--- src/rtl/mips_bus_arbiter.sv ---
// Two-master / one-slave Avalon-MM bus arbiter with a transfer watchdog.
// Define ARB_ROUND_ROBIN_EN to alternate winners on contention; otherwise m0 has fixed priority.
module mips_bus_arbiter #(
   parameter int unsigned TIMEOUT  = 256,
   parameter logic [31:0] ERR_DATA = 32'hFFFF_FFFF
) (
   input  logic        clk,
   input  logic        reset,
   input  logic [31:0] m0_address,
   input  logic        m0_read,
   input  logic        m0_write,
   input  logic [31:0] m0_writedata,
   input  logic [3:0]  m0_byteenable,
   output logic        m0_waitrequest,
   output logic [31:0] m0_readdata,
   input  logic [31:0] m1_address,
   input  logic        m1_read,
   input  logic        m1_write,
   input  logic [31:0] m1_writedata,
   input  logic [3:0]  m1_byteenable,
   output logic        m1_waitrequest,
   output logic [31:0] m1_readdata,
   output logic [31:0] s_address,
   output logic        s_read,
   output logic        s_write,
   output logic [31:0] s_writedata,
   output logic [3:0]  s_byteenable,
   input  logic        s_waitrequest,
   input  logic [31:0] s_readdata,
   output logic [1:0]  grant,
   output logic        bus_error
);

   typedef enum logic [1:0] {IDLE, OWN0, OWN1} state_t;

   localparam int unsigned CNT_W = (TIMEOUT > 1) ? $clog2(TIMEOUT) : 1;
   localparam logic [CNT_W-1:0] WD_LAST = CNT_W'((TIMEOUT > 0) ? (TIMEOUT - 1) : 0);
   localparam bit WD_EN = (TIMEOUT > 0);

   state_t           state, state_next;
   logic [CNT_W-1:0] count, count_next;
   logic             req0, req1, own_req, completing, abort, pick_m0;

`ifdef ARB_ROUND_ROBIN_EN
   logic last_grant;   // 1 means m1 was the last master to complete
`endif

   assign req0 = m0_read | m0_write;
   assign req1 = m1_read | m1_write;

   always_comb begin
      own_req = 1'b0;
      case (state)
         OWN0:    own_req = req0;
         OWN1:    own_req = req1;
         default: own_req = 1'b0;
      endcase
   end

   // Completion has priority over the watchdog when both land on the same cycle.
   assign completing = own_req & ~s_waitrequest;
   assign abort      = WD_EN & own_req & s_waitrequest & (count == WD_LAST);

`ifdef ARB_ROUND_ROBIN_EN
   assign pick_m0 = last_grant;
`else
   assign pick_m0 = 1'b1;
`endif

   assign grant          = {state == OWN1, state == OWN0};
   assign m0_waitrequest = req0 & ~((state == OWN0) & (completing | abort));
   assign m1_waitrequest = req1 & ~((state == OWN1) & (completing | abort));

   // Slave side mirrors the owner; a read+write request is carried out as a write.
   always_comb begin
      s_address    = '0;
      s_read       = 1'b0;
      s_write      = 1'b0;
      s_writedata  = '0;
      s_byteenable = '0;
      m0_readdata  = '0;
      m1_readdata  = '0;
      case (state)
         OWN0: begin
            s_address    = m0_address;
            s_writedata  = m0_writedata;
            s_byteenable = m0_byteenable;
            s_write      = m0_write & ~abort;
            s_read       = m0_read & ~m0_write & ~abort;
            m0_readdata  = abort ? ERR_DATA : s_readdata;
         end
         OWN1: begin
            s_address    = m1_address;
            s_writedata  = m1_writedata;
            s_byteenable = m1_byteenable;
            s_write      = m1_write & ~abort;
            s_read       = m1_read & ~m1_write & ~abort;
            m1_readdata  = abort ? ERR_DATA : s_readdata;
         end
         default: begin
         end
      endcase
   end

   always_comb begin
      state_next = state;
      count_next = '0;
      case (state)
         IDLE: begin
            if (req0 && (!req1 || pick_m0)) begin
               state_next = OWN0;
            end else if (req1) begin
               state_next = OWN1;
            end
         end
         OWN0, OWN1: begin
            if (!own_req || completing || abort) begin
               state_next = IDLE;
            end else begin
               count_next = count + 1'b1;
            end
         end
         default: state_next = IDLE;
      endcase
   end

   always_ff @(posedge clk or negedge reset) begin
      if (!reset) begin
         state     <= IDLE;
         count     <= '0;
         bus_error <= 1'b0;
`ifdef ARB_ROUND_ROBIN_EN
         last_grant <= 1'b1;
`endif
      end else begin
         state     <= state_next;
         count     <= count_next;
         bus_error <= abort;
`ifdef ARB_ROUND_ROBIN_EN
         if (completing) begin
            last_grant <= (state == OWN1);
         end
`endif
      end
   end

endmodule

--- config.mk ---
export PLATFORM = sky130hd
export DESIGN_NAME = mips_bus_arbiter
export DESIGN_NICKNAME = d
export VERILOG_FILES = /design/src/rtl/mips_bus_arbiter.sv
export SDC_FILE = /design/constraint.sdc
export NUM_CORES = 1
export LEC_CHECK = 0
export BUFFER_PORTS_ARGS = -buffer_cell sky130_fd_sc_hd__buf_4
export CAP_MARGIN = 20
export CORE_AREA = 2 2 123 125
export CTS_BUF_LIST = sky130_fd_sc_hd__clkbuf_16
export CTS_CLUSTER_DIAMETER = 40
export CTS_CLUSTER_SIZE = 30
export DETAILED_ROUTE_END_ITERATION = 10
export DIE_AREA = 0 0 125 127
export PLACE_DENSITY_LB_ADDON = 0.12
export SLEW_MARGIN = 5
export SYNTH_ARGS = -nofsm -noshare
export SYNTH_HDL_FRONTEND = slang
export SYNTH_SLANG_ARGS = --single-unit
--- constraint.sdc ---
create_clock -name clk -period 5.45 [get_ports clk]
set_input_delay 1.635 -clock clk [delete_from_list [all_inputs] [get_ports clk]]
set_output_delay 1.635 -clock clk [all_outputs]
set_load 0.005 [all_outputs]
==> results of run 1 <==
Yosys cell counts (2+ instances only):
cell      number
nor2b_1       69
a22oi_1       68
o21a_1        66
clkbuf_1      23
dfrtp_1       11
nor2_1        10
buf_2          9
ha_1           5
a21oi_1        4
and3_1         4
buf_1          4
buf_6          4
inv_1          4
nand2_1        4
nand3_1        3
xnor2_1        3
xor2_1         3
nor3b_1        2
o21ai_0        2
metal layers:
metal	GRT usage (%)	share of wire [%]	vias to the layer above	routed length, um
li1	-	-	1683	-
met1	15.9	38	1577	4670
met2	27.1	55	158	6780
met3	3.14	7.4	4	913
met4	1.18	0.36	0	45
met5	0	0	-	0
how the worst min path moves through the flow:
stage | start | to | cells past startpoint | slack (ps)
global route | count[0] | count[0] | 1 | 480
CTS | count[0] | count[0] | 1 | 460
detailed placement | count[0] | count[0] | 1 | 450
finish | count[0] | count[0] | 1 | 450
floorplan | count[0] | count[0] | 1 | 430
global placement | count[0] | count[0] | 1 | 440
per-stage QoR:
stage / util [%] / hold WS (ps) / cells / total power [W] / area [sq um]
final: 33.2 / 450 / 774 / 0.00173 / 4790
after CTS: 33.2 / 456 / 774 / 0.00177 / 4790
after global placement: 32.7 / 444 / 770 / 0.00163 / 4720
after detailed placement: 32.7 / 451 / 770 / 0.00164 / 4720
after global routing: 33.2 / 482 / 774 / 0.00188 / 4790
after floorplan: - / 425 / 306 / 0.000878 / 2250
final cells by class:
cell class	count	area, sq um
Fill cell	1534	9630
Timing Repair Buffer	320	2400
Multi-Input combinational cell	251	1790
Sequential cell	11	275
Tap cell	184	230
Clock buffer	3	75.1
Inverter	4	15.0
Clock inverter	1	3.75
critical path, cell delays in order:
cell and delay, ps:
buf_4 120, o21a_1 210, o211ai_4 250, nor2_4 60
buf_4 310, nor3b_1 270, buf_4 140
state kept, by name (all words and copies together) (netlist names):
register   count
state          2
count          8
bus_error      1
power by group:
part | internal, W | total, W | switching (W)
Sequential | 0.0000907 | 0.000100 | 0.00000937
Combinational | 0.000811 | 0.00150 | 0.000691
Clock | 0.0000962 | 0.000132 | 0.0000356
cells by family (layout without fill, tap and decap cells):
group           count (synthesis)  after routing  synth area share [%]
simple gates                   95             95                  24.9
xor+xnor                        6              6                  2.33
fa+ha+maj                       5              5                  2.78
mux                             1              1                 0.444
compound gates                144            144                  48.1
buf+inv                        44            328                  9.17
flops                          11             11                  12.2
==> run metrics, run 1 <==
vias between 3,000 and 4,000; Reg2Reg Capture Point bus_error; DR DRC count 0; Die Wd 125 um; Mapped Cells 306; CTS tree done; most frequent cells in the layout buf_4, nor2b_1, a22oi_1, o21a_1, dfrtp_1; Floorplan Core Area 14,400 sq um; initial antenna violation count 0; layout cells sized above 1 55.8%; WL final 12.4 mm; Leakage Power 2.30 nW; post-route worst setup slack 771 ps; synth-to-layout area growth 113%; r2r worst-path depth 5; Seq/Total Area, Yosys roughly an eighth; Setup crit end s_write; # hold bufs at CTS 0; CP required 3820 ps; Worst slew margin 48.4%; Max H-tree Level 1; drt first-iter violations 128; Synth area leader a22oi_1; area share of the largest cell type after synthesis ~23%; Initial Utilization 15.6%; crit path DAT slightly above 3000 ps; slew at the pin with the worst max-slew slack 774 ps; Worst-path clk slew 40 ps; Num CTS Buffers 3; clock tree buffer depth 2; GRT Util Overall between 10% and 20%; max-slew violation count 0; root buf cell clkbuf_16; Seq cells post-synth 11; CP Capture Type output port; post-CTS setup repair buffer count 0; io pins 314; I/O Buffers 313; grt ovf 0; Final setup viols 0; die area 15,900 sq um; Highest Clock Rate 214 MHz; final worst path period need 4680 ps; prevailing post-synth register cell dfrtp_1; Antenna diodes 0; Worst-Skew Late Latency 240 ps; synth warn 0; post-CTS sizing 0; Rows 44; commonest non-fill, non-tap cell in the layout buf_4; worst min-delay path class flip-flop to flip-flop; nets@finish just under 800; crit path launch m1_read; worst IR drop on VDD ~0.00024 V; First-pass DRT Iterations 4; via/cell ratio 4.42; post-route setup TNS 0 ps; Setup CP Type input port to output port; Avg Inst Size Synth 7.36 sq um; P per Cell Area 362 nW/um^2; Clock Sinks 11; post-synth design cell area 2250 sq um; crit path max fanout 67; Final period util 85.9%; syn_nets 486; GP Congestion 0.835; wire length per cell between 15 and 20 um; detailed placement HPWL 9.84 mm; EDFF count, synth 0; Post-synth ARST share 100%; Die Ht about 130 um; number of global-route vias before repair 3,240; largest net degree at the start of global routing between 60 and 70; Startpoint Class input port; status complete, no violations; Worst R2R Start state[1]; # Max-Cap Violations 0; Final Skew 3.44 ps; synth top area cells a22oi_1, o21a_1, nor2b_1; Hold Vio Cnt, Final 0; pre-CTS setup slack roughly 780 ps; RSZ-0062 raised after global routing no; Unique masters post-synth 27; first-pass GRT wire length 18.1 mm; number of routed nets with antenna violations 0; flop-to-flop setup slack 3190 ps
Note: power is estimated with default switching activity, not from simulation.
==> run 2: changes to the inputs <==
--- a/config.mk
+++ b/config.mk
@@ -13,7 +13,6 @@
 export CTS_CLUSTER_SIZE = 30
 export DETAILED_ROUTE_END_ITERATION = 10
 export DIE_AREA = 0 0 125 127
-export PLACE_DENSITY_LB_ADDON = 0.12
 export SLEW_MARGIN = 5
 export SYNTH_ARGS = -nofsm -noshare
 export SYNTH_HDL_FRONTEND = slang
==> run 2 against run 1 <==
Net effect: sequential share of layout area barely moved; via count rose by 0.56%; setup slack got worse by 160 ps; sequential power barely moved; clock skew rose by 1.2 ps; die area did not move; final cell count fell by 0.13%; clock power barely moved; global-route usage fell by 1.3 points; critical path depth did not move; largest cell class unchanged.
==> run metrics, run 2 (synthesis results as in run 1) <==
wire length per cell approximately 15 um; P per Cell Area 353 nW/um^2; Multi-input gate area around 1800 sq um; FF/Latch Area 275 sq um; slew at the pin with the worst max-slew slack 720 ps; Highest Clock Rate about 210 MHz; First-pass DRT Iterations 5; die area ~16,000 sq um; flop-to-flop setup slack 3370 ps; io pins 314; crit path max fanout 49; max reg flops 8; Leakage Power 2.30 nW; Setup CP Type input port to output port; drt first-iter violations 156; Floorplan Core Area 14,400 sq um; Num CTS Buffers 3; placed cell areas 4710 sq um; vias 3,441; Antenna diodes 0; Hold Vio Cnt, Final 0; number of global-route vias before repair 3,243; crit path DAT 3200 ps; Die Wd 125 um; worst min-delay path class flip-flop to flip-flop; Die Ht 127 um; worst IR drop on VDD 0.000228 V; Biggest register count; Rows 44; I/O Buffers 313; max-slew violation count 0; post-route setup TNS 0 ps; Startpoint Class input port; slowest stage delay, CP 490 ps; Worst-Skew Late Latency ~240 ps; CP Capture Type output port; Clock Sinks 11; Final setup viols 0; RSZ-0062 raised after global routing no; GP Congestion 0.821; most frequent cells in the layout buf_4, nor2b_1, a22oi_1, o21a_1, dfrtp_1; commonest non-fill, non-tap cell in the layout buf_4; # Max-Cap Violations 0; post-route worst setup slack 615 ps; DR DRC count 0; final instance area roughly 4800 sq um; initial antenna violation count 0; largest registers count: 8 flops, state: 2 flops, bus_error: 1 flops; number of routed nets with antenna violations 0; Slowest-stage cell, CP buf_4; final worst path period need about 4800 ps; via/cell ratio 4.45; detailed placement HPWL 9.20 mm; Final period util between 80% and 90%; WL final 11.4 mm; clock tree buffer depth 2; GRT Util Overall 12.6%; # hold bufs at CTS 0; layout cells sized above 1 55.7%; largest net degree at the start of global routing 72; status complete, no violations; Max H-tree Level 1; Final Skew between 4 and 5 ps; FILL cells ~1,500; final hold slack 453 ps; grt ovf 0; Layout Cells excl Fill 773; root buf cell clkbuf_16; Initial Utilization 15.6%; synth-to-layout area growth 113%; Worst-path clk slew 40 ps; CP required 3820 ps; pre-CTS setup slack 619 ps; post-CTS sizing 0; post-CTS setup repair buffer count 0; placed cells 769; CTS tree done; critical-path cell list buf_4, o21a_1, o211ai_4, nor2_4, buf_4, o21a_1, buf_4; Worst slew margin roughly 52%; nets@finish 770; most frequent cell on the critical path buf_4; first-pass GRT wire length 16.8 mm
## run 2: cell count changes in the layout (fill, tap and decap cells not counted)
cell	change
buf_4	-1
## run 2: worst paths after layout
check	start	to	cells after the start
setup / recovery	m1_read	m0_readdata[10]	7
hold / removal	count[0]	count[0]	1
setup reg to reg	state[1]	state[0]	7
hold reg to reg	count[0]	count[0]	1
max in group asynchronous	reset	count[1]	1
min in group asynchronous	reset	count[3]	1
## run 2: metrics by stage
| step | util (%) | power (W) |
|---|---|---|
| 2_1_floorplan | - | 0.000878 |
| 3_3_place_gp | 32.6 | 0.00156 |
| 3_5_place_dp | 32.6 | 0.00158 |
| 4_1_cts | 33.2 | 0.00172 |
| 5_1_grt | 33.2 | 0.00183 |
| 6_report | 33.2 | 0.00169 |
## run 2: area by class of cell
| type | instances | area share [%] |
|---|---|---|
| Sequential cell | 11 | 5.75 |
| Clock buffer | 3 | 1.57 |
| Inverter | 4 | 0.314 |
| Clock inverter | 1 | 0.0784 |
| Timing Repair Buffer | 319 | 50.0 |
| Multi-Input combinational cell | 251 | 37.5 |
| Tap cell | 184 | 4.81 |
## run 2: worst max-delay path: cells and delay by family
family,cells,cell delay (ps)
buffers and inverters,3,690
AND/OR/NAND/NOR,1,360
AO/OA/AOI/OAI,3,480
## run 2: metal layers
metal | up-vias | wire (um) | global-route usage [%]
li1 | 1680 | - | -
met1 | 1608 | 4690 | 15.5
met2 | 149 | 5990 | 24.1
met3 | 4 | 727 | 1.88
met4 | 0 | 37 | 1.18
met5 | - | 0 | 0
## run 2: power by group
group | internal, W | switching (W)
clock | 0.0000961 | 0.0000342
sequential | 0.0000908 | 0.00000940
combinational | 0.000797 | 0.000665
total | 0.000984 | 0.000708
==> run 3: changes to the inputs <==
--- a/config.mk
+++ b/config.mk
@@ -7,12 +7,12 @@
 export LEC_CHECK = 0
 export BUFFER_PORTS_ARGS = -buffer_cell sky130_fd_sc_hd__buf_4
 export CAP_MARGIN = 20
-export CORE_AREA = 2 2 123 125
+export CORE_AREA = 2 2 120 122
 export CTS_BUF_LIST = sky130_fd_sc_hd__clkbuf_16
 export CTS_CLUSTER_DIAMETER = 40
 export CTS_CLUSTER_SIZE = 30
 export DETAILED_ROUTE_END_ITERATION = 10
-export DIE_AREA = 0 0 125 127
+export DIE_AREA = 0 0 122 124
 export SLEW_MARGIN = 5
 export SYNTH_ARGS = -nofsm -noshare
 export SYNTH_HDL_FRONTEND = slang
==> run 3 against run 2 <==
Net effect: clock power about the same; combinational power hardly changed; cell area is 0.21% higher; non-clock buffer count rose by 2; sequential share of layout area is essentially flat; first-iteration DRC count fell by 17%; utilization increased by 1.8 points; critical path type unchanged.
==> run metrics, run 3 (synthesis results as in run 1) <==
status complete, no violations; Final setup viols 0; Floorplan Core Area 13,700 sq um; io pins 314; Highest Clock Rate 209 MHz; Reg2Reg Capture Point bus_error; Hold EP count[0]; vias 3,415; Biggest register count; max reg flops 8; Initial Utilization 16.4%; CP Capture Type output port; slew at the pin with the worst max-slew slack 1080 ps; die area 15,100 sq um; worst hold path cell count 1; DR DRC count 0; number of global-route vias before repair slightly above 3,000; # hold bufs at CTS 0; crit path DAT 3150 ps; worst min-delay path class flip-flop to flip-flop; FF/Latch Area 275 sq um; Rows 43; worst IR drop on VDD 0.000253 V; Antenna diodes 0; post-CTS setup repair buffer count 0; Max H-tree Level 1; GRT Util Overall 13.5%; Clock Sinks 11; # Max-Cap Violations 0; Num CTS Buffers 3; r2r worst-path depth 5; Worst-path clk slew 40 ps; slowest stage delay, CP 530 ps; largest net degree at the start of global routing 72; first-pass GRT wire length ~17 mm; most frequent cells in the layout buf_4, nor2b_1, a22oi_1, o21a_1, dfrtp_1; nets@finish 772; via/cell ratio 4.43; CP required around 3800 ps; Final Skew approximately 0.45 ps; clock tree buffer depth 2; initial antenna violation count 0; flop-to-flop setup slack 3260 ps; Die Ht 124 um; largest registers count: 8 flops, state: 2 flops, bus_error: 1 flops; Worst R2R Start state[0]; RSZ-0062 raised after global routing no; Hold Vio Cnt, Final 0; Startpoint Class input port; wire length per cell around 15 um; Worst-Skew Late Latency 230 ps; synth-to-layout area growth 113%; commonest non-fill, non-tap cell in the layout buf_4; Setup CP Type input port to output port; crit path max fanout 29; Final period util 87.8%; P per Cell Area around 360 nW/um^2; Util after Layout 35.0%; post-CTS sizing 0; number of routed nets with antenna violations 0; layout cells sized above 1 between 50% and 60%; WL final 11.9 mm; root buf cell clkbuf_16; First-pass DRT Iterations 4; Multi-input gate area around 1800 sq um; Die Wd 122 um; I/O Buffers 313; max-slew violation count 0; FILL cells 1,404; GP Congestion 0.852; drt first-iter violations 130; CTS tree done; critical-path cell list buf_4, o21a_1, o211ai_4, nor2_4, buf_4, o21a_1, buf_4; most frequent cell on the critical path buf_4; Worst slew margin 28.0%; Hold Crit Start count[0]; Slowest-stage cell, CP nor2_4; detailed placement HPWL 9.54 mm; Leakage Power around 2.3 nW; grt ovf 0; final worst path period need 4790 ps; post-route setup TNS 0 ps
==> run 3: power by group <==
part	switching, W	internal (W)
Clock	0.0000313	0.0000958
Sequential	0.00000990	0.0000908
Combinational	0.000672	0.000810
Total	0.000713	0.000997
==> run 3: area by class of cell <==
cell class	count	area share [%]
Clock buffer	3	1.56
Clock inverter	1	0.0782
Inverter	4	0.313
Multi-Input combinational cell	251	37.4
Sequential cell	11	5.74
Tap cell	180	4.69
Timing Repair Buffer	321	50.2
==> run 3: routing by layer <==
metal  global-route usage (%)  up-vias  wire (um)
li1                         -     1680          -
met1                     16.9     1606       4790
met2                     25.3      125       6360
met3                     2.06        4        725
met4                    0.934        0         40
met5                        0        -          0
==> run 3: worst max path at each step <==
| stage | startpoint | depth (start not counted) | end |
|---|---|---|---|
| 2_1_floorplan | m1_read | 6 | m0_readdata[0] |
| 3_3_place_gp | m1_read | 7 | m1_readdata[9] |
| 6_report | m1_read | 7 | m0_readdata[7] |
| 3_5_place_dp | m1_read | 7 | m0_readdata[7] |
| 5_1_grt | m1_read | 7 | m0_readdata[8] |
| 4_1_cts | m1_read | 7 | m0_readdata[7] |
==> run 3: per-stage QoR <==
| step | cells | worst slack (ps) | total power [W] | hold WS, ps | cell area [sq um] |
|---|---|---|---|---|---|
| after floorplan | 306 | 1250 | 0.000878 | 425 | 2250 |
| after global placement | 767 | 727 | 0.00158 | 438 | 4720 |
| after detailed placement | 767 | 658 | 0.00160 | 446 | 4720 |
| after CTS | 771 | 670 | 0.00173 | 451 | 4800 |
| after global routing | 771 | 549 | 0.00185 | 471 | 4800 |
| final | 771 | 663 | 0.00171 | 452 | 4800 |
==> run 3: worst max-delay path: cells and delay by family <==
family,cells,cell delay (ps)
simple gates,1,530
buf+inv,3,530
compound gates,3,440
